**src/rtl/r_pkg.sv**
```systemverilog
// r_pkg: shared definitions for the R-channel response arbiter.
//   - ID_WIDTH/DATA_WIDTH/RESP_WIDTH : default R beat field widths
//   - r_beat_t                        : one R beat {id, data, resp, last}
//   - ST_IDLE/ST_LOCKED               : arbiter FSM encodings
//   - rr_pick()                       : round-robin search from a start pointer
package r_pkg;

  localparam int unsigned ID_WIDTH   = 4;
  localparam int unsigned DATA_WIDTH = 64;
  localparam int unsigned RESP_WIDTH = 2;

  // Upper bound on requesters supported by rr_pick.
  localparam int unsigned MAX_SRC = 8;
  localparam int unsigned PTR_W   = 3;

  localparam logic [0:0] ST_IDLE   = 1'b0;
  localparam logic [0:0] ST_LOCKED = 1'b1;

  typedef struct packed {
    logic [ID_WIDTH-1:0]   id;
    logic [DATA_WIDTH-1:0] data;
    logic [RESP_WIDTH-1:0] resp;
    logic                  last;
  } r_beat_t;

  typedef struct packed {
    logic             found;
    logic [PTR_W-1:0] idx;
  } rr_pick_t;

  // First asserted req bit searching ptr, ptr+1, ... wrapping at num_src.
  // ptr must be below num_src; req bits at or above num_src are ignored.
  function automatic rr_pick_t rr_pick(input logic [MAX_SRC-1:0] req,
                                       input logic [PTR_W-1:0]   ptr,
                                       input int unsigned        num_src);
    rr_pick_t    res;
    int unsigned cand;
    res = '0;
    for (int unsigned i = 0; i < MAX_SRC; i++) begin
      cand = 32'(ptr) + i;
      if (cand >= num_src) begin
        cand = cand - num_src;
      end
      if ((i < num_src) && !res.found && req[cand[PTR_W-1:0]]) begin
        res.found = 1'b1;
        res.idx   = cand[PTR_W-1:0];
      end
    end
    return res;
  endfunction

endpackage

```
**src/rtl/r_resp_arbiter_core.sv**
```systemverilog
// rr_arbiter_core: round-robin search plus the rotating priority pointer.
//   clk, rst      : clock, asynchronous active-high reset
//   req           : per-source request
//   advance       : move the pointer past adv_idx this cycle
//   adv_idx       : index of the source that just finished
//   pick_found    : some request is asserted
//   pick_idx      : winning index (valid when pick_found)
//   rr_ptr        : current highest-priority index
module rr_arbiter_core #(
  parameter int unsigned NUM_SRC = 4,
  localparam int unsigned IDX_W  = $clog2(NUM_SRC)
) (
  input  logic               clk,
  input  logic               rst,
  input  logic [NUM_SRC-1:0] req,
  input  logic               advance,
  input  logic [IDX_W-1:0]   adv_idx,
  output logic               pick_found,
  output logic [IDX_W-1:0]   pick_idx,
  output logic [IDX_W-1:0]   rr_ptr
);
  import r_pkg::*;

  logic [IDX_W-1:0] rr_ptr_q, rr_ptr_d;
  rr_pick_t         pick;

  always_comb begin
    pick       = rr_pick(MAX_SRC'(req), PTR_W'(rr_ptr_q), NUM_SRC);
    pick_found = pick.found;
    pick_idx   = IDX_W'(pick.idx);

    rr_ptr_d = rr_ptr_q;
    if (advance) begin
      // Explicit wrap keeps the pointer in range for non-power-of-two counts.
      if (adv_idx == IDX_W'(NUM_SRC - 1)) begin
        rr_ptr_d = '0;
      end else begin
        rr_ptr_d = adv_idx + IDX_W'(1);
      end
    end
  end

  always_ff @(posedge clk or posedge rst) begin
    if (rst) begin
      rr_ptr_q <= '0;
    end else begin
      rr_ptr_q <= rr_ptr_d;
    end
  end

  assign rr_ptr = rr_ptr_q;

endmodule

```
**src/rtl/r_resp_arbiter.sv**
```systemverilog
// r_resp_arbiter: shares one AXI R channel among NUM_SRC beat sources with
// burst-granular round-robin arbitration and a one-entry output register.
//   clk, rst                        : clock, asynchronous active-high reset
//   src_valid/src_ready             : per-source beat handshake
//   src_id/src_data/src_resp/src_last : packed per-source beat fields
//   m_valid/m_ready, m_id/m_data/m_resp/m_last : R channel to the master
//   busy                            : a burst owns the channel
//   grant_idx                       : current owner (valid while busy)
//   beat_cnt                        : beats accepted in current burst (saturating)
module r_resp_arbiter #(
  parameter int unsigned NUM_SRC    = 4,
  parameter int unsigned ID_WIDTH   = 4,
  parameter int unsigned DATA_WIDTH = 64,
  parameter int unsigned RESP_WIDTH = 2,
  parameter int unsigned BEAT_CNT_W = 8,
  localparam int unsigned IDX_W     = $clog2(NUM_SRC)
) (
  input  logic                         clk,
  input  logic                         rst,
  input  logic [NUM_SRC-1:0]           src_valid,
  output logic [NUM_SRC-1:0]           src_ready,
  input  logic [NUM_SRC*ID_WIDTH-1:0]  src_id,
  input  logic [NUM_SRC*DATA_WIDTH-1:0] src_data,
  input  logic [NUM_SRC*RESP_WIDTH-1:0] src_resp,
  input  logic [NUM_SRC-1:0]           src_last,
  output logic                         m_valid,
  input  logic                         m_ready,
  output logic [ID_WIDTH-1:0]          m_id,
  output logic [DATA_WIDTH-1:0]        m_data,
  output logic [RESP_WIDTH-1:0]        m_resp,
  output logic                         m_last,
  output logic                         busy,
  output logic [IDX_W-1:0]             grant_idx,
  output logic [BEAT_CNT_W-1:0]        beat_cnt
);
  import r_pkg::*;

  logic [0:0]            state_q, state_d;
  logic [IDX_W-1:0]      grant_idx_q, grant_idx_d;
  logic [BEAT_CNT_W-1:0] beat_cnt_q, beat_cnt_d;
  logic                  m_valid_q, m_valid_d;
  logic [ID_WIDTH-1:0]   m_id_q, m_id_d;
  logic [DATA_WIDTH-1:0] m_data_q, m_data_d;
  logic [RESP_WIDTH-1:0] m_resp_q, m_resp_d;
  logic                  m_last_q, m_last_d;

  logic                  pick_found;
  logic [IDX_W-1:0]      pick_idx;
  logic [IDX_W-1:0]      rr_ptr;
  logic                  rr_advance;

  logic                  locked;
  logic                  slot_free;
  logic                  accept;

  rr_arbiter_core #(
    .NUM_SRC (NUM_SRC)
  ) u_core (
    .clk        (clk),
    .rst        (rst),
    .req        (src_valid),
    .advance    (rr_advance),
    .adv_idx    (grant_idx_q),
    .pick_found (pick_found),
    .pick_idx   (pick_idx),
    .rr_ptr     (rr_ptr)
  );

  always_comb begin
    locked = (state_q == ST_LOCKED);
    // The output register can take a beat when empty or being drained now.
    slot_free = ~m_valid_q | m_ready;
    accept    = locked & src_valid[grant_idx_q] & slot_free;

    src_ready = '0;
    if (locked && slot_free) begin
      src_ready[grant_idx_q] = 1'b1;
    end

    state_d     = state_q;
    grant_idx_d = grant_idx_q;
    beat_cnt_d  = beat_cnt_q;
    m_id_d      = m_id_q;
    m_data_d    = m_data_q;
    m_resp_d    = m_resp_q;
    m_last_d    = m_last_q;
    rr_advance  = 1'b0;

    case (state_q)
      ST_IDLE: begin
        if (pick_found) begin
          state_d     = ST_LOCKED;
          grant_idx_d = pick_idx;
          beat_cnt_d  = '0;
        end
      end
      default: begin
        if (accept) begin
          m_id_d   = src_id[grant_idx_q*ID_WIDTH +: ID_WIDTH];
          m_data_d = src_data[grant_idx_q*DATA_WIDTH +: DATA_WIDTH];
          m_resp_d = src_resp[grant_idx_q*RESP_WIDTH +: RESP_WIDTH];
          m_last_d = src_last[grant_idx_q];
          if (beat_cnt_q != '1) begin
            beat_cnt_d = beat_cnt_q + BEAT_CNT_W'(1);
          end
          if (src_last[grant_idx_q]) begin
            state_d    = ST_IDLE;
            rr_advance = 1'b1;
          end
        end
      end
    endcase

    // A same-cycle pop and accept keeps the register full with the new beat.
    m_valid_d = m_valid_q;
    if (accept) begin
      m_valid_d = 1'b1;
    end else if (m_valid_q && m_ready) begin
      m_valid_d = 1'b0;
    end
  end

  always_ff @(posedge clk or posedge rst) begin
    if (rst) begin
      state_q     <= ST_IDLE;
      grant_idx_q <= '0;
      beat_cnt_q  <= '0;
      m_valid_q   <= 1'b0;
      m_id_q      <= '0;
      m_data_q    <= '0;
      m_resp_q    <= '0;
      m_last_q    <= 1'b0;
    end else begin
      state_q     <= state_d;
      grant_idx_q <= grant_idx_d;
      beat_cnt_q  <= beat_cnt_d;
      m_valid_q   <= m_valid_d;
      m_id_q      <= m_id_d;
      m_data_q    <= m_data_d;
      m_resp_q    <= m_resp_d;
      m_last_q    <= m_last_d;
    end
  end

  assign m_valid   = m_valid_q;
  assign m_id      = m_id_q;
  assign m_data    = m_data_q;
  assign m_resp    = m_resp_q;
  assign m_last    = m_last_q;
  assign busy      = locked;
  assign grant_idx = grant_idx_q;
  assign beat_cnt  = beat_cnt_q;

  // rr_ptr is internal state of the core; exposed here only for visibility.
  logic rr_ptr_unused;
  assign rr_ptr_unused = ^rr_ptr;

endmodule
```
**config.mk**
```make
export PLATFORM = sky130hd
export DESIGN_NAME = r_resp_arbiter
export DESIGN_NICKNAME = d
export VERILOG_FILES = /design/src/rtl/r_pkg.sv /design/src/rtl/r_resp_arbiter_core.sv /design/src/rtl/r_resp_arbiter.sv
export SDC_FILE = /design/constraint.sdc
export NUM_CORES = 1
export LEC_CHECK = 0
export CAP_MARGIN = 0
export CORE_AREA = 4 4 143 145
export DETAILED_ROUTE_END_ITERATION = 8
export DIE_AREA = 0 0 147 149
export PLACE_DENSITY_LB_ADDON = 0.08
export SETUP_SLACK_MARGIN = 0.15
export SYNTH_ARGS = -nofsm -noshare
export SYNTH_HDL_FRONTEND = slang
export SYNTH_SLANG_ARGS = --single-unit
```
**constraint.sdc**
```tcl
create_clock -name clk -period 2.8 [get_ports clk]
set_input_delay 0.56 -clock clk [delete_from_list [all_inputs] [get_ports clk]]
set_output_delay 0.56 -clock clk [all_outputs]
set_load 0.01 [all_outputs]
```
Word-level counts from Yosys, hierarchy flattened
Cells that the tools add are included.
{ "classes": {"n_addsub": 9, "magnitude_cmp": 10, "n_eq_ne": 4, "shifts": 3, "muxes": 37, "bitwise_logic": 5, "reduce_logical": 14} }
{ "ops": {"columns": ["op", "n"], "rows": [
  ["indexed part select 256 x 9 -> 64 bit", 1],
  [">= comparator 32 x 3 -> 1 bit (second input constant)", 3],
  ["two-way mux 8 bit", 4],
  ["two-way mux 4 bit", 5],
  ["less-than comparator 3 x 4 -> 1 bit (second input constant)", 4],
  ["two-way mux 1 bit", 16],
  ["indexed part select 16 x 5 -> 4 bit", 1],
  ["binary-select mux 1 bit (select 3 bit)", 4],
  ["two-way mux 3 bit", 4],
  ["subtractor 3 bit (second input constant)", 3],
  ["adder 8 x 1 -> 8 bit (second input constant)", 1],
  ["!= test 8 bit (second input constant)", 1],
  ["indexed part select 8 x 4 -> 2 bit", 1],
  ["adder 2 x 2 -> 3 bit (second input constant)", 2],
  ["logical AND 1 bit", 6],
  ["binary-select mux 1 bit (select 2 bit)", 2],
  ["!= test 2 x 1 -> 1 bit (second input constant)", 2],
  ["AND reduction 2 bit", 2],
  ["nonzero test 2 bit", 2],
  ["adder 2 x 1 -> 3 bit (second input constant)", 1],
  [">= comparator 2 x 3 -> 1 bit (second input constant)", 1],
  ["zero test 1 bit", 3],
  ["less-than comparator 2 x 3 -> 1 bit (second input constant)", 1],
  ["AND reduction 3 bit", 1],
  ["other kinds (9)", 11]
]} }
{ "totals": {"reg_bits": 85, "input_bits": 291, "output_inout_bits": 87, "elab_cells": 91} }

Depth between registers and ports, before layout
Gate-level depths: netlist (run 1).
{ "logic_depth": {"depth_word": 16, "ltp_mapped": 6, "ltp_nobuf": 5} }

By module
A second synthesis (run 1) with hierarchy kept.
{ "unflattened": {"cells_unflattened": 484, "area_unflattened_um2": 5290.1} }
{ "by_module_without_submodules": {"columns": ["mod", "instances", "cells_per_inst", "area_per_inst_um2", "seq_area_each_um2"], "rows": [
  ["r_resp_arbiter", 1, 464, 5127.4, 2077.0],
  ["rr_arbiter_core", 1, 20, 162.7, 50.0]
]} }

Worst setup path before layout (run 1)
No wires, ideal clock.
{ "synth_timing": {"kind": "reg-to-output", "startpoint": "register grant_idx_q[1], in the netlist grant_idx[1]", "endpoint": "output src_ready[1]", "t_arrival_ns": 1.508, "t_required_ns": 2.240, "path_slack_ns": 0.732, "path_stages_with_launch": 6, "n_path_buf": 2, "path_cell_list": "dfrtp_1 -> clkbuf_1 -> clkbuf_1 -> inv_1 -> ha_1 -> and3_1"} }
{ "synth_between": {"elab_chain_len": 5, "elab_cells_between_ends": 6, "cone_classes": "order compare (2); mux (3); reduce/logical (1)"} }
{ "synth_lines": {"columns": ["element", "line_no", "source"], "rows": [
  ["from (decl)", "r_resp_arbiter.sv:39", "logic [IDX_W-1:0] grant_idx_q, grant_idx_d;"],
  ["from (signal assigned)", "r_resp_arbiter.sv:135", "grant_idx_q <= grant_idx_d;"],
  ["less-than comparator 2 x 3 -> 1 bit (implied by the code) or >= comparator 2 x 1 -> 1 bit (tied branches)", "r_resp_arbiter.sv:77", "src_ready[grant_idx_q] = 1'b1;"],
  ["logical AND 1 bit (implied by the code)", "r_resp_arbiter.sv:77", null],
  ["two-way mux 1 bit (implied by the code)", "r_resp_arbiter.sv:77", null],
  ["demux 1 bit (select 2 bit) (*)", "r_resp_arbiter.sv:77", null],
  ["two-way mux 4 bit (*)", "r_resp_arbiter.sv:76", "if (locked && slot_free) begin"],
  ["to (decl)", "r_resp_arbiter.sv:21", "output logic [NUM_SRC-1:0] src_ready,"]
]} }
Every way passes the cells marked *; elsewhere a longest branch is shown, timed or not.

Final worst setup path (run 1)
{ "layout_timing": {"startpoint": "register grant_idx_q[0], in the netlist grant_idx[0]", "endpoint": "output src_ready[2]"} }
The elaborated chain is that of the path after synthesis.

==> results of run 1 <==
==> worst max-delay path by stage <==
stage	to	cells past startpoint	slack, ns
2_1_floorplan	src_ready[1]	5	0.73
3_3_place_gp	src_ready[2]	4	0.32
3_5_place_dp	src_ready[0]	4	0.32
4_1_cts	src_ready[2]	4	0.22
5_1_grt	src_ready[3]	3	0.16
6_report	src_ready[2]	4	0.26
==> cell usage after synthesis (all sizes together) <==
master	count	share of area [%]
dfrtp	85	40
mux4	72	30
mux2	71	19
buf	17	2.4
nand2	15	1.0
clkbuf	9	0.63
inv	8	0.56
a21oi	5	0.47
and3	5	0.58
ha	5	1.2
nor2	5	0.35
nand3	4	0.37
mux2i	3	0.56
o21a	3	0.42
o41ai	3	0.49
nand2b	2	0.23
o22ai	2	0.23
o311ai	2	0.33
o31ai	2	0.28
a21o	1	0.14
a311oi	1	0.16
nand4	1	0.12
nor3	1	0.093
nor3b	1	0.14
nor4	1	0.12
nor4b	1	0.16
o21ai	1	0.093
o221ai	1	0.16
or4	1	0.14
==> cell type report <==
class,count,area (um2)
Clock buffer,10,229
Clock inverter,3,40.0
Fill cell,1635,9490
Inverter,8,33.8
Multi-Input combinational cell,209,3060
Sequential cell,85,2130
Tap cell,265,332
Timing Repair Buffer,384,3890
==> critical path: stages, from the launching register on <==
cell and delay, ns:
sky130_fd_sc_hd__dfrtp_4 0.65, sky130_fd_sc_hd__inv_1 0.13, sky130_fd_sc_hd__ha_1 0.23, sky130_fd_sc_hd__and3_1 0.17, sky130_fd_sc_hd__clkdlybuf4s50_1 0.47
==> power breakdown <==
group / leakage (nW) / total [mW] / switching [mW] / internal, mW
clock network: 0.134 / 1.13 / 0.461 / 0.673
registers: 1.01 / 2.35 / 0.487 / 1.87
logic: 2.62 / 5.53 / 2.00 / 3.53
total: 3.76 / 9.02 / 2.95 / 6.07
==> cells by family (layout without fill, tap and decap cells) <==
group	count (synthesis)	in the layout	share of synthesized area (%)
muxes	146	146	49.5
DFF	85	85	39.6
and+or+nand+nor	37	37	3.35
buffers and inverters	34	405	3.59
AOI/OAI and AO/OA	21	21	2.77
adders and majority gates	5	5	1.16
==> flip-flops by register name, summed over array words and instances, names as in the netlist <==
| register | flops |
|---|---|
| u_core.rr_ptr | 2 |
| grant_idx | 2 |
| m_valid | 1 |
| m_resp | 2 |
| m_id | 4 |
| beat_cnt | 8 |
| busy | 1 |
| m_last | 1 |
| m_data | 64 |
==> routing by layer <==
layer / global-route usage (%) / share of wire [%] / wire length [um]
met3: 4.56 / 7.2 / 1410
met4: 4.85 / 1.4 / 273
met5: 0 / 0 / 0
met2: 32.4 / 54 / 10500
met1: 20.2 / 38 / 7400
==> results_tabular.tex, run 1 <==
\begin{tabular}{lr}
\hline
Metric & Value \\
\hline
\multicolumn{2}{l}{\textbf{Final layout}} \\
\quad Layout Cells excl Fill & between 900 and 1,000 \\
\quad Commonest non-fill, non-tap cells in the layout & sky130\_fd\_sc\_hd\_\_clkdlybuf4s50\_1 (377), sky130\_fd\_sc\_hd\_\_dfrtp\_1 (83), sky130\_fd\_sc\_hd\_\_mux4\_2 (72), sky130\_fd\_sc\_hd\_\_mux2\_4 (56) \\
\quad Nets & approximately 990 \\
\quad Area added between synthesis and finish & 80.8\% \\
\quad Leading cell type in the layout, fill and taps excluded & sky130\_fd\_sc\_hd\_\_clkdlybuf4s50\_1 \\
\quad Number of inserted diodes & 0 \\
\quad Share of cells above drive strength 1 & a little under a quarter \\
\quad Post-route standard cell area excluding fillers & roughly 0.01 mm2 \\
\quad Final Core Density & a little over 50\% \\
\multicolumn{2}{l}{\textbf{Timing}} \\
\quad Final count of pins violating max slew & 0 \\
\quad Slew headroom & about 44\% \\
\quad Hold Violations, Final & 0 \\
\quad Setup\_tns & 0 ns \\
\quad Setup Viol. Count Final & 0 \\
\quad Tmin final & $\sim$2.5 ns \\
\quad Worst Skew & about 0.0073 ns \\
\quad Maximum operating frequency & roughly 0.39 GHz \\
\quad Final Cycle Share & approximately 91\% \\
\quad Worst slew pin tran & 0.843 ns \\
\quad Min Hold Slack & 0.476 ns \\
\quad Final setup slack of the worst path & 0.258 ns \\
\quad Setup repair after global routing missed its margin & false \\
\multicolumn{2}{l}{\textbf{Pwr}} \\
\quad Post-layout power & approximately 9 mW \\
\quad Power density over the cells & approximately 930 mW/mm2 \\
\quad IR Drop Worst-Case VDD & between 0.6 and 0.7 mV \\
\quad Static Leak & about 3.8 nW \\
\multicolumn{2}{l}{\textbf{Route}} \\
\quad Number of violations reported at the end of detailed-routing iteration 0 & around 140 \\
\quad Average wire per cell in the routed design & between 20 and 25 um \\
\quad Routed vias/inst & 4.75 \\
\quad Drt first pass iters & 4 \\
\quad DRC errors left & 0 \\
\quad Number of vias in the routed layout & around 4,600 \\
\quad Routed wire length & 19.6 mm \\
\quad Count of antenna-violating nets left after detailed routing & 0 \\
\multicolumn{2}{l}{\textbf{Setup path}} \\
\quad Endpoint class of the critical path & primary output \\
\quad Crit Path Category & reg2out \\
\quad Critical path peak fanout & 20 \\
\quad Worst Path Arrival & a little under 2 ns \\
\quad Worst R2R Start & grant\_idx[1] \\
\quad Sort of element at the start of the critical path & flip-flop \\
\quad Register-to-register setup slack & 0.64 ns \\
\quad Startpoint of the most critical setup path & grant\_idx[0] \\
\quad Endpoint of the worst-slack reg-to-reg timing path & m\_data[22] \\
\quad Cell count of the worst reg-to-reg path & 3 \\
\quad Required arrival time at the worst endpoint & around 2.2 ns \\
\multicolumn{2}{l}{\textbf{Placed design}} \\
\quad HPWL after detailed placement & about 16 mm \\
\quad Buffers on Ports & 377 \\
\quad Setup WS pre-CTS & about 0.32 ns \\
\quad Placer Congestion & between 0.7 and 0.8 \\
\quad Number of cells in the design after placement & roughly 950 \\
\quad Placed Instance Area & 0.00945 mm2 \\
\multicolumn{2}{l}{\textbf{Floorplanning}} \\
\quad Initial Utilization & 28.0\% \\
\quad Core Region & 0.0192 mm2 \\
\quad Die X-Extent & $\sim$150 um \\
\quad Die Footprint & approximately 0.022 mm2 \\
\quad Chip height & roughly 150 um \\
\quad Number of placement rows & 51 \\
\quad Ports placed on the boundary & 378 \\
\multicolumn{2}{l}{\textbf{Min path}} \\
\quad Worst hold path class & reg2reg \\
\quad End point of the worst hold path & m\_data[17] \\
\quad Hold depth & 2 \\
\quad Critical hold path startpoint & m\_data[17] \\
\multicolumn{2}{l}{\textbf{Flow run}} \\
\quad Max cap viols & 0 \\
\multicolumn{2}{l}{\textbf{Clock tree}} \\
\quad CTS tree & built \\
\quad Longest Clk Path Bufs & 2 \\
\quad Clock latency reported for the late side of the worst-skew pair & approximately 0.33 ns \\
\quad Cells resized by post-CTS repair & 0 \\
\quad Clock Pin Slew Worst Setup and Hold Paths & approximately 0.06 ns \\
\quad Hold buffer count at CTS & 0 \\
\quad Total setup buffers inserted after CTS & 0 \\
\quad CTS H-tree lvls & 3 \\
\quad Clk Tree Root Cell & sky130\_fd\_sc\_hd\_\_clkbuf\_16 \\
\quad Sink Count & 85 \\
\quad Num CTS Buffers & 9 \\
\multicolumn{2}{l}{\textbf{Synthesis}} \\
\quad Average cell area after synthesis & about 16 um2 \\
\quad Number of library cell types mapped by synthesis & 31 \\
\quad Nets in the synthesized netlist & 624 \\
\quad Synthesis Warnings & 0 \\
\quad Register area share after synthesis & 39.6\% \\
\quad FF+latch count, synth & 85 \\
\quad Synthesized cell area & about 0.0054 mm2 \\
\quad Count of mapped cells out of synthesis & $\sim$330 \\
\multicolumn{2}{l}{\textbf{GRT}} \\
\quad Wire length of the first global-routing pass & 29.8 mm \\
\quad Pin count of the biggest net entering global routing & 86 \\
\quad Overall routing resource usage & between 10\% and 20\% \\
\quad Remaining Overflow, GRT & 0 \\
\quad Number of antenna violations at the first check in global routing & 0 \\
\quad Vias in the first global route & slightly above 5,000 \\
\multicolumn{2}{l}{\textbf{Run status}} \\
\quad Run status & completed \\
\hline
\end{tabular}
Power figures use the tool's default switching activity.
==> run 2: changes to the inputs <==
--- a/config.mk
+++ b/config.mk
@@ -11,6 +11,7 @@
 export DIE_AREA = 0 0 147 149
 export PLACE_DENSITY_LB_ADDON = 0.08
 export SETUP_SLACK_MARGIN = 0.15
+export SKIP_LAST_GASP = 1
 export SYNTH_ARGS = -nofsm -noshare
 export SYNTH_HDL_FRONTEND = slang
 export SYNTH_SLANG_ARGS = --single-unit
==> results of run 2 <==
Final layout, timing and power as in run 1 (identical DEF).
